$ cat src/rtl/imem_loader.sv
// Boot loader: assembles a length-prefixed, XOR-checksummed byte stream into
// little-endian instruction words, writes them to imem, then releases the core.
module imem_loader #(
  parameter int ADDR_W = 6
) (
  input  logic              clk,
  input  logic              rst,
  input  logic [7:0]        in_data,
  input  logic              in_valid,
  output logic              in_ready,
  input  logic              reload,
  output logic              imem_we,
  output logic [ADDR_W-1:0] imem_addr,
  output logic [31:0]       imem_wdata,
  output logic              cpu_rst_n,
  output logic              done,
  output logic              err
);

  localparam int DEPTH = 1 << ADDR_W;

  typedef enum logic [2:0] {LEN0, LEN1, DATA, CSUM, DONE, ERR} state_t;

  state_t              state_reg, state_next;
  logic [7:0]          len_lo_reg, len_lo_next;
  logic [15:0]         len_reg, len_next;
  logic [ADDR_W-1:0]   word_idx_reg, word_idx_next;
  logic [1:0]          byte_idx_reg, byte_idx_next;
  logic [7:0]          csum_reg, csum_next;
  logic [23:0]         lanes_reg, lanes_next;
  logic                we_reg, we_next;
  logic [ADDR_W-1:0]   addr_reg, addr_next;
  logic [31:0]         wdata_reg, wdata_next;

  logic                loading;
  logic                accept;
  logic [15:0]         len_full;

  assign loading  = (state_reg == LEN0) || (state_reg == LEN1) ||
                    (state_reg == DATA) || (state_reg == CSUM);
  // rst gates in_ready combinationally so nothing is offered during reset
  assign in_ready = !rst && !reload && loading;
  assign accept   = in_valid && in_ready;
  assign len_full = {in_data, len_lo_reg};

  assign imem_we    = we_reg;
  assign imem_addr  = addr_reg;
  assign imem_wdata = wdata_reg;
  assign done       = (state_reg == DONE);
  assign err        = (state_reg == ERR);
  assign cpu_rst_n  = (state_reg == DONE);

  always_ff @(posedge clk or posedge rst) begin
    if (rst) begin
      state_reg    <= LEN0;
      len_lo_reg   <= '0;
      len_reg      <= '0;
      word_idx_reg <= '0;
      byte_idx_reg <= '0;
      csum_reg     <= '0;
      lanes_reg    <= '0;
      we_reg       <= 1'b0;
      addr_reg     <= '0;
      wdata_reg    <= '0;
    end else begin
      state_reg    <= state_next;
      len_lo_reg   <= len_lo_next;
      len_reg      <= len_next;
      word_idx_reg <= word_idx_next;
      byte_idx_reg <= byte_idx_next;
      csum_reg     <= csum_next;
      lanes_reg    <= lanes_next;
      we_reg       <= we_next;
      addr_reg     <= addr_next;
      wdata_reg    <= wdata_next;
    end
  end

  always_comb begin
    state_next    = state_reg;
    len_lo_next   = len_lo_reg;
    len_next      = len_reg;
    word_idx_next = word_idx_reg;
    byte_idx_next = byte_idx_reg;
    csum_next     = csum_reg;
    lanes_next    = lanes_reg;
    we_next       = 1'b0;
    addr_next     = addr_reg;
    wdata_next    = wdata_reg;

    if (reload) begin
      state_next    = LEN0;
      len_lo_next   = '0;
      len_next      = '0;
      word_idx_next = '0;
      byte_idx_next = '0;
      csum_next     = '0;
      lanes_next    = '0;
    end else if (accept) begin
      case (state_reg)
        LEN0: begin
          len_lo_next = in_data;
          state_next  = LEN1;
        end
        LEN1: begin
          len_next = len_full;
          if ({1'b0, len_full} > 17'(DEPTH)) begin
            state_next = ERR;
          end else if (len_full == 16'd0) begin
            state_next = CSUM;
          end else begin
            state_next    = DATA;
            word_idx_next = '0;
            byte_idx_next = '0;
          end
        end
        DATA: begin
          csum_next     = csum_reg ^ in_data;
          byte_idx_next = byte_idx_reg + 2'd1;
          for (int i = 0; i < 3; i++) begin
            if (byte_idx_reg == 2'(i)) lanes_next[8*i +: 8] = in_data;
          end
          // Fourth byte completes the word; the write strobe follows one cycle later
          if (byte_idx_reg == 2'd3) begin
            we_next       = 1'b1;
            addr_next     = word_idx_reg;
            wdata_next    = {in_data, lanes_reg};
            word_idx_next = word_idx_reg + 1'b1;
            if (16'(word_idx_reg) == len_reg - 16'd1) state_next = CSUM;
          end
        end
        CSUM: begin
          state_next = (in_data == csum_reg) ? DONE : ERR;
        end
        default: ;
      endcase
    end
  end

endmodule

$ cat config.mk
export PLATFORM = sky130hd
export DESIGN_NAME = imem_loader
export DESIGN_NICKNAME = d
export VERILOG_FILES = /design/src/rtl/imem_loader.sv
export SDC_FILE = /design/constraint.sdc
export NUM_CORES = 1
export LEC_CHECK = 0
export CAP_MARGIN = 0
export CORE_MARGIN = 2
export CORE_UTILIZATION = 29
export CTS_CLUSTER_SIZE = 12
export DETAILED_ROUTE_END_ITERATION = 16
export GPL_TIMING_DRIVEN = 1
export PLACE_DENSITY_LB_ADDON = 0.1
export SLEW_MARGIN = 20
export SYNTH_ARGS = -nofsm -noshare
export SYNTH_HDL_FRONTEND = slang
export SYNTH_SLANG_ARGS = --single-unit
$ cat constraint.sdc
create_clock -name clk -period 4.9 [get_ports clk]
set_input_delay 0.98 -clock clk [delete_from_list [all_inputs] [get_ports clk]]
set_output_delay 0.98 -clock clk [all_outputs]
set_load 0.01 [all_outputs]
==> results of run 1 <==
[final cells by class]
class                           instances  area (um^2)
Fill cell                            1690        10750
Tap cell                              220        275.3
Inverter                                9        36.28
Clock inverter                          5        38.79
Multi-Input combinational cell        328         2141
Clock buffer                           11        242.7
Sequential cell                       106         2653
Timing Repair Buffer                   58        565.5
[routing by layer]
| metal | vias to the layer above | global-route usage [%] |
|---|---|---|
| li1 | 1737 | - |
| met1 | 1747 | 20.50 |
| met2 | 77 | 23.41 |
| met3 | 16 | 2.507 |
| met4 | 0 | 6.539 |
| met5 | - | 0 |
[worst paths after layout]
path                                   to  cells after the start  slack (ns)
max in group asynchronous      len_reg[3]                      4        2.48
hold / removal             imem_wdata[31]                      1        0.48
setup / recovery                 in_ready                      3        1.71
hold reg to reg            imem_wdata[31]                      1        0.48
setup reg to reg           imem_wdata[15]                      6        2.23
min in group asynchronous    state_reg[2]                      3        1.31
[cell families after synthesis]
group / Yosys count / synth area share, %
buffers and inverters: 42 / 3.963
adder cells (fa/ha/maj): 6 / 1.505
AND/OR/NAND/NOR: 166 / 16.25
AO/OA/AOI/OAI: 79 / 9.155
multiplexers: 59 / 12.79
flip-flops: 106 / 53.17
XOR/XNOR: 18 / 3.160
[critical path: stages]
cell	delay [ns]
sky130_fd_sc_hd__clkdlybuf4s50_1	0.49
sky130_fd_sc_hd__nor3_1	0.17
sky130_fd_sc_hd__clkdlybuf4s50_1	0.56
[placed cells by master (no fill, tap or decap), drive strengths merged, types with 2 or more instances in the layout]
master | Yosys | final
nor2 | 45 | 45
nand4 | 2 | 2
nand3b | 7 | 7
xnor2 | 14 | 14
clkinv | 0 | 3
clkbuf | 22 | 11
nand3 | 33 | 33
o41ai | 2 | 2
xor2 | 4 | 4
o21ai | 34 | 34
mux2 | 38 | 38
nor3 | 5 | 5
or4 | 4 | 4
a22oi | 2 | 2
mux2i | 21 | 21
nand4b | 4 | 4
clkdlybuf4s50 | 0 | 53
inv | 9 | 10
ha | 6 | 6
or2 | 2 | 2
dfrtp | 106 | 106
buf | 11 | 5
nor3b | 4 | 4
nor4 | 3 | 3
a21oi | 27 | 27
nand2 | 51 | 51
or3 | 2 | 2
o31ai | 5 | 5
[power breakdown]
part           switching [uW]  internal, uW
clock network             336           362
logic                    73.8          38.9
registers                11.1           881
[through the flow]
step | util [%] | cell area [um^2] | std cells
after CTS | 35.64 | 5952 | 737
after detailed placement | 33.95 | 5670 | 721
after global placement | 33.95 | 5670 | 721
after floorplan | - | 4989 | 476
after global routing | 35.64 | 5952 | 737
final | 35.64 | 5952 | 737
==> implementation parameters, run 1 <==
Parameter                              Value

Layout
  Area growth syn-to-layout    19.31%
  Antenna diode count    0
  Flip-flop count of the largest register, all copies and words added    32
  Fraction of final layout cells with drive strength greater than 1    5.803%
  Number of nets in the finished design    530

CTS
  Longest Clk Path Bufs    2
  Sink Count    106
  Clock root buffer    sky130_fd_sc_hd__clkbuf_16
  Inserted Clock Buffers    9
  TritonCTS clock tree    done
  Level count of the clock H-tree    3
  Source-to-sink clock delay at the later pin of the worst-skew pair    0.36 ns
  Number of hold buffers added after cts    0
  CTS clock-pin slew for the worst setup and hold paths    roughly 0.070 ns
  PostCTS Resize Cnt    0
  Number of buffers added for setup after CTS    0

Routing
  Top Metal Used    met4
  Post-detailed-route count of antenna-violating nets    0
  Post-route DRC violation count    0
  Post-detailed-route wirelength per cell    between 15 and 20 um
  DR WL met2    5831 um
  Number of search-and-repair iterations in the first detailed-routing pass    4
  Met1 Wirelength    between 6000 and 7000 um
  Detailed-route via count    3577
  Wire length on met3    roughly 510 um
  Vias per cell    between 4 and 5
  Violation count after the first detailed-routing iteration    around 200
  Total detailed-routing wirelength    12640 um

Timing
  Final critical-path required period    3.189 ns
  Final hold violations    0
  Part of the cycle the worst path needs    about two thirds
  Post-route setup TNS    0 ns
  Fmax    313.6 MHz
  Slew Limit Headroom    a little under two fifths
  Actual slew at the worst max-slew pin    0.9261 ns
  Setup violation total in the final timing report    0
  Final worst setup slack    1.711 ns
  Maximum clock skew at final layout    0.009600 ns
  Number of slew-limit violations in the final report    0
  Worst hold slack after final layout    around 0.48 ns
  RSZ-0062 raised after global routing    false

Flow run
  Max-capacitance violation count    0

Yosys
  Mean post-synth cell area    around 10 um^2
  Number of synthesized register bits    106
  Number of warnings reported in the yosys synthesis log    0
  Most frequent cells after synthesis    106 x sky130_fd_sc_hd__dfrtp_1, 51 x sky130_fd_sc_hd__nand2_1, 43 x sky130_fd_sc_hd__nor2_1
  Number of synthesized flops with an enable pin    0
  Sequential share of the synthesized area    53.17%
  Top-count cell post-synth    sky130_fd_sc_hd__dfrtp_1
  Synth cell types    51
  Share of flip-flops with an asynchronous set or reset after synthesis    100.0%
  Area contributors post-synth    sky130_fd_sc_hd__dfrtp_1 53%, sky130_fd_sc_hd__mux2_1 8.6%, sky130_fd_sc_hd__mux2i_1 4.2%
  Cell taking the most area after synthesis    sky130_fd_sc_hd__dfrtp_1
  Synthesized netlist cell count    between 400 and 500
  Post-Syn Nets    494
  Most used flip-flop cell after synthesis    sky130_fd_sc_hd__dfrtp_1
  Netlist Area Pre-Place    between 0.004 and 0.005 mm^2
  Post-synth top area share    53.17%

Die
  Core area    0.01670 mm^2
  Initial Utilization    29.87%
  Horizontal extent of the die    135.2 um
  Row count    47
  Number of top-level pins    55
  Die area    0.01827 mm^2
  Die Ht    about 140 um

Min path
  Classification of the worst-slack hold path    flip-flop to flip-flop
  Worst Min Path Start    imem_wdata[31]

Worst setup path
  CP required    approximately 4 ns
  Worst Setup Path Type    input port to primary output
  Endpoint arrival time on the critical path    between 2 and 2.5 ns
  Top fanout value on the critical path    3
  Type of destination of the critical path    primary output
  Startpoint of the lowest-slack register-to-register path    state_reg[2]
  Startpoint class of the critical path    input port
  Critical Path Source    rst

Outcome
  Run status    complete, no violations

Global route
  Antenna violations before repair    0
  Largest net degree at the start of global routing    67
  Global-route wire length before repair    20670 um
  Residual overflow from global routing    0
  Tot GR Track Use    14.95%
  Via count of the first global-routing pass    roughly 3700

Placed design
  Final RePlAce weighted congestion    0.7327
  Placement-stage worst setup slack    1.322 ns
  Input/output buffers    54
  Post-DP HPWL    8326 um

Power
  Maximum VDD drop    ~0.00017 V
  Static Leak    0.002688 uW
  PnR Total Power    1703 uW
  PD cells    286.1 mW/mm^2
No activity file was read; power rests on OpenSTA's default activity.
==> run 2, diff against run 1 <==
- clock period: 4.9 -> 2.7 ns (I/O delays scaled with it)
==> implementation parameters, run 2 (synthesized netlist as in run 1, its figures left out) <==
Parameter                              Value

Outcome
  Run status    complete, no violations

Layout
  Antenna diode count    0 (unchanged)
  Area growth syn-to-layout    23.10%
  Sequential cell area    0.002653 mm^2 (unchanged)
  Fraction of final layout cells with drive strength greater than 1    9.962% (+4.2 points)
  Commonest non-fill, non-tap cell in the layout    sky130_fd_sc_hd__dfrtp_1
  Flip-flop count of the largest register, all copies and words added    32 (unchanged)
  Highest-count cells in the layout ignoring fill and taps    106 x sky130_fd_sc_hd__dfrtp_1, 53 x sky130_fd_sc_hd__clkdlybuf4s50_1, 50 x sky130_fd_sc_hd__nand2_1, 42 x sky130_fd_sc_hd__nor2_1, 33 x sky130_fd_sc_hd__nand3_1
  Share of the core filled with cells in the final layout    36.77% (+1.1 points)
  Area occupied by multi-input gates    0.002182 mm^2 (+1.9%)
  Fill cell count    1703 (+0.77%)
  Number of nets in the finished design    545 (+2.8%)

Die
  Horizontal extent of the die    135.2 um (unchanged)
  Die area    0.01827 mm^2 (unchanged)
  Initial Utilization    29.87% (unchanged)
  Die Ht    135.2 um (unchanged)
  Number of top-level pins    55 (unchanged)
  Row count    47 (unchanged)
  Core area    0.01670 mm^2 (unchanged)

Global route
  Largest net degree at the start of global routing    107 (+60%)
  Antenna violations before repair    0 (unchanged)
  Via count of the first global-routing pass    3626 (-1.3%)
  Tot GR Track Use    14.66% (-0.30 points)
  Residual overflow from global routing    0 (unchanged)
  Global-route wire length before repair    20550 um (-0.60%)

Min path
  Classification of the worst-slack hold path    flip-flop to flip-flop
  Depth of the worst hold-timing path    1 (unchanged)
  Worst Min Path Start    imem_wdata[4]
  Hold endpoint    imem_wdata[4]

Timing
  Number of slew-limit violations in the final report    0 (unchanged)
  Slew Limit Headroom    58.21% (+20 points)
  Final hold violations    0 (unchanged)
  Part of the cycle the worst path needs    87.77%
  Maximum clock skew at final layout    0.01087 ns (+0.001273 ns)
  Post-route setup TNS    0 ns (unchanged)
  Final critical-path required period    around 2.4 ns
  Setup violation total in the final timing report    0 (unchanged)
  Final worst setup slack    0.3301 ns (-1.381 ns)
  RSZ-0062 raised after global routing    false
  Actual slew at the worst max-slew pin    0.6269 ns (-0.2993 ns)
  Fmax    422.0 MHz

Worst setup path
  Top fanout value on the critical path    10 (+7)
  Critical Path Max Stage Delay    0.55 ns (about the same)
  Destination of the worst register-to-register timing path    state_reg[0]
  Path depth of the worst reg2reg path    6 (unchanged)
  Startpoint of the lowest-slack register-to-register path    len_reg[5]
  CP required    2.16 ns (-1.76 ns)
  Endpoint arrival time on the critical path    1.83 ns (-0.38 ns)
  Critical-path top delay cell    sky130_fd_sc_hd__clkdlybuf4s50_1
  Startpoint class of the critical path    flip-flop
  Type of destination of the critical path    primary output
  Critical-path cell list    nor3b_1, buf_4, clkdlybuf4s50_1
  Worst Setup Path Type    flip-flop to primary output
  Reg-to-reg slack, setup    0.40 ns (-1.83 ns)

CTS
  Level count of the clock H-tree    3 (unchanged)
  PostCTS Resize Cnt    0 (unchanged)
  Inserted Clock Buffers    9 (unchanged)
  Number of buffers added for setup after CTS    0 (unchanged)
  Sink Count    106 (unchanged)
  Source-to-sink clock delay at the later pin of the worst-skew pair    0.35 ns (about the same)
  Longest Clk Path Bufs    2 (unchanged)
  Clock root buffer    sky130_fd_sc_hd__clkbuf_16
  TritonCTS clock tree    done
  Number of hold buffers added after cts    0 (unchanged)
  CTS clock-pin slew for the worst setup and hold paths    0.07 ns (about the same)

Flow run
  Max-capacitance violation count    0 (unchanged)

Routing
  Detailed-route via count    3612 (+0.98%)
  Vias per cell    4.803 (-1.0%)
  Post-detailed-route count of antenna-violating nets    0 (unchanged)
  Number of search-and-repair iterations in the first detailed-routing pass    4 (unchanged)
  Total detailed-routing wirelength    12750 um (+0.83%)
  Violation count after the first detailed-routing iteration    209 (+3.0%)
  Post-route DRC violation count    0 (unchanged)
  Post-detailed-route wirelength per cell    16.95 um (-1.2%)

Placed design
  Placement-stage worst setup slack    0.1306 ns (-1.192 ns)
  Final RePlAce weighted congestion    0.8016 (+9.4%)
  Post-DP HPWL    8636 um (+3.7%)
  Input/output buffers    54 (unchanged)

Power
  PD cells    500.0 mW/mm^2 (+75%)
  Psw    735.1 uW (+75%)
  Maximum VDD drop    0.0003766 V (+130%)
  Portion of total power attributed to combinational logic    7.4% (+0.8 points)
  PnR Total Power    3070 uW (+80%)
  Static Leak    0.002767 uW (+2.9%)
  Sw frac    23.94% (-0.79 points)
  Sequential Power Share    52.7% (+0.3 points)
  Internal power    2335 uW (+82%)
  Share of power burned in the clock network    39.8% (-1.2 points)
run 2: power by group through the flow:
stage	Clock, uW	Combinational, uW	Sequential [uW]
CTS	1260	233	1620
detailed placement	0	233	1650
global route	1340	250	1620
finish	1220	228	1620
global placement	0	232	1650
floorplan	0	150	1640
run 2: layer usage:
| layer | vias up | GRT usage (%) | part of all wire, % |
|---|---|---|---|
| met3 | 6 | 3.816 | 3.8 |
| met4 | 0 | 2.894 | 0.73 |
| met5 | - | 0 | 0 |
| met2 | 63 | 23.04 | 46 |
| li1 | 1760 | - | - |
| met1 | 1783 | 20.57 | 49 |
run 2: cell type report:
class	count	area share [%]
Tap cell	220	4.482
Clock buffer	13	4.075
Multi-Input combinational cell	328	35.53
Clock inverter	3	0.2445
Timing Repair Buffer	73	11.86
Sequential cell	106	43.19
Inverter	9	0.6112
run 2: worst max-delay path by stage:
stage	end	cells after the start	start	slack, ns
6_report	cpu_rst_n	3	state_reg[2]	0.33
5_1_grt	cpu_rst_n	3	state_reg[2]	0.17
4_1_cts	cpu_rst_n	3	state_reg[2]	0.29
2_1_floorplan	imem_addr[1]	8	rst	-0.68
3_5_place_dp	state_reg[0]	7	rst	0.13
3_3_place_gp	state_reg[0]	7	rst	0.18
run 2: per-stage QoR:
step | std cells | hold WS [ns] | cell area [um^2]
6_report | 752 | 0.4823 | 6141
4_1_cts | 752 | 0.4919 | 6141
5_1_grt | 752 | 0.5032 | 6141
3_3_place_gp | 736 | 0.4726 | 5876
2_1_floorplan | 476 | 0.4519 | 5054
3_5_place_dp | 736 | 0.4767 | 5876
run 2: critical path, delay by kind of cell (launching register included):
kind / cells / cell delay [ns]
buf+inv: 2 / 0.71
flops: 1 / 0.53
simple gates: 1 / 0.24
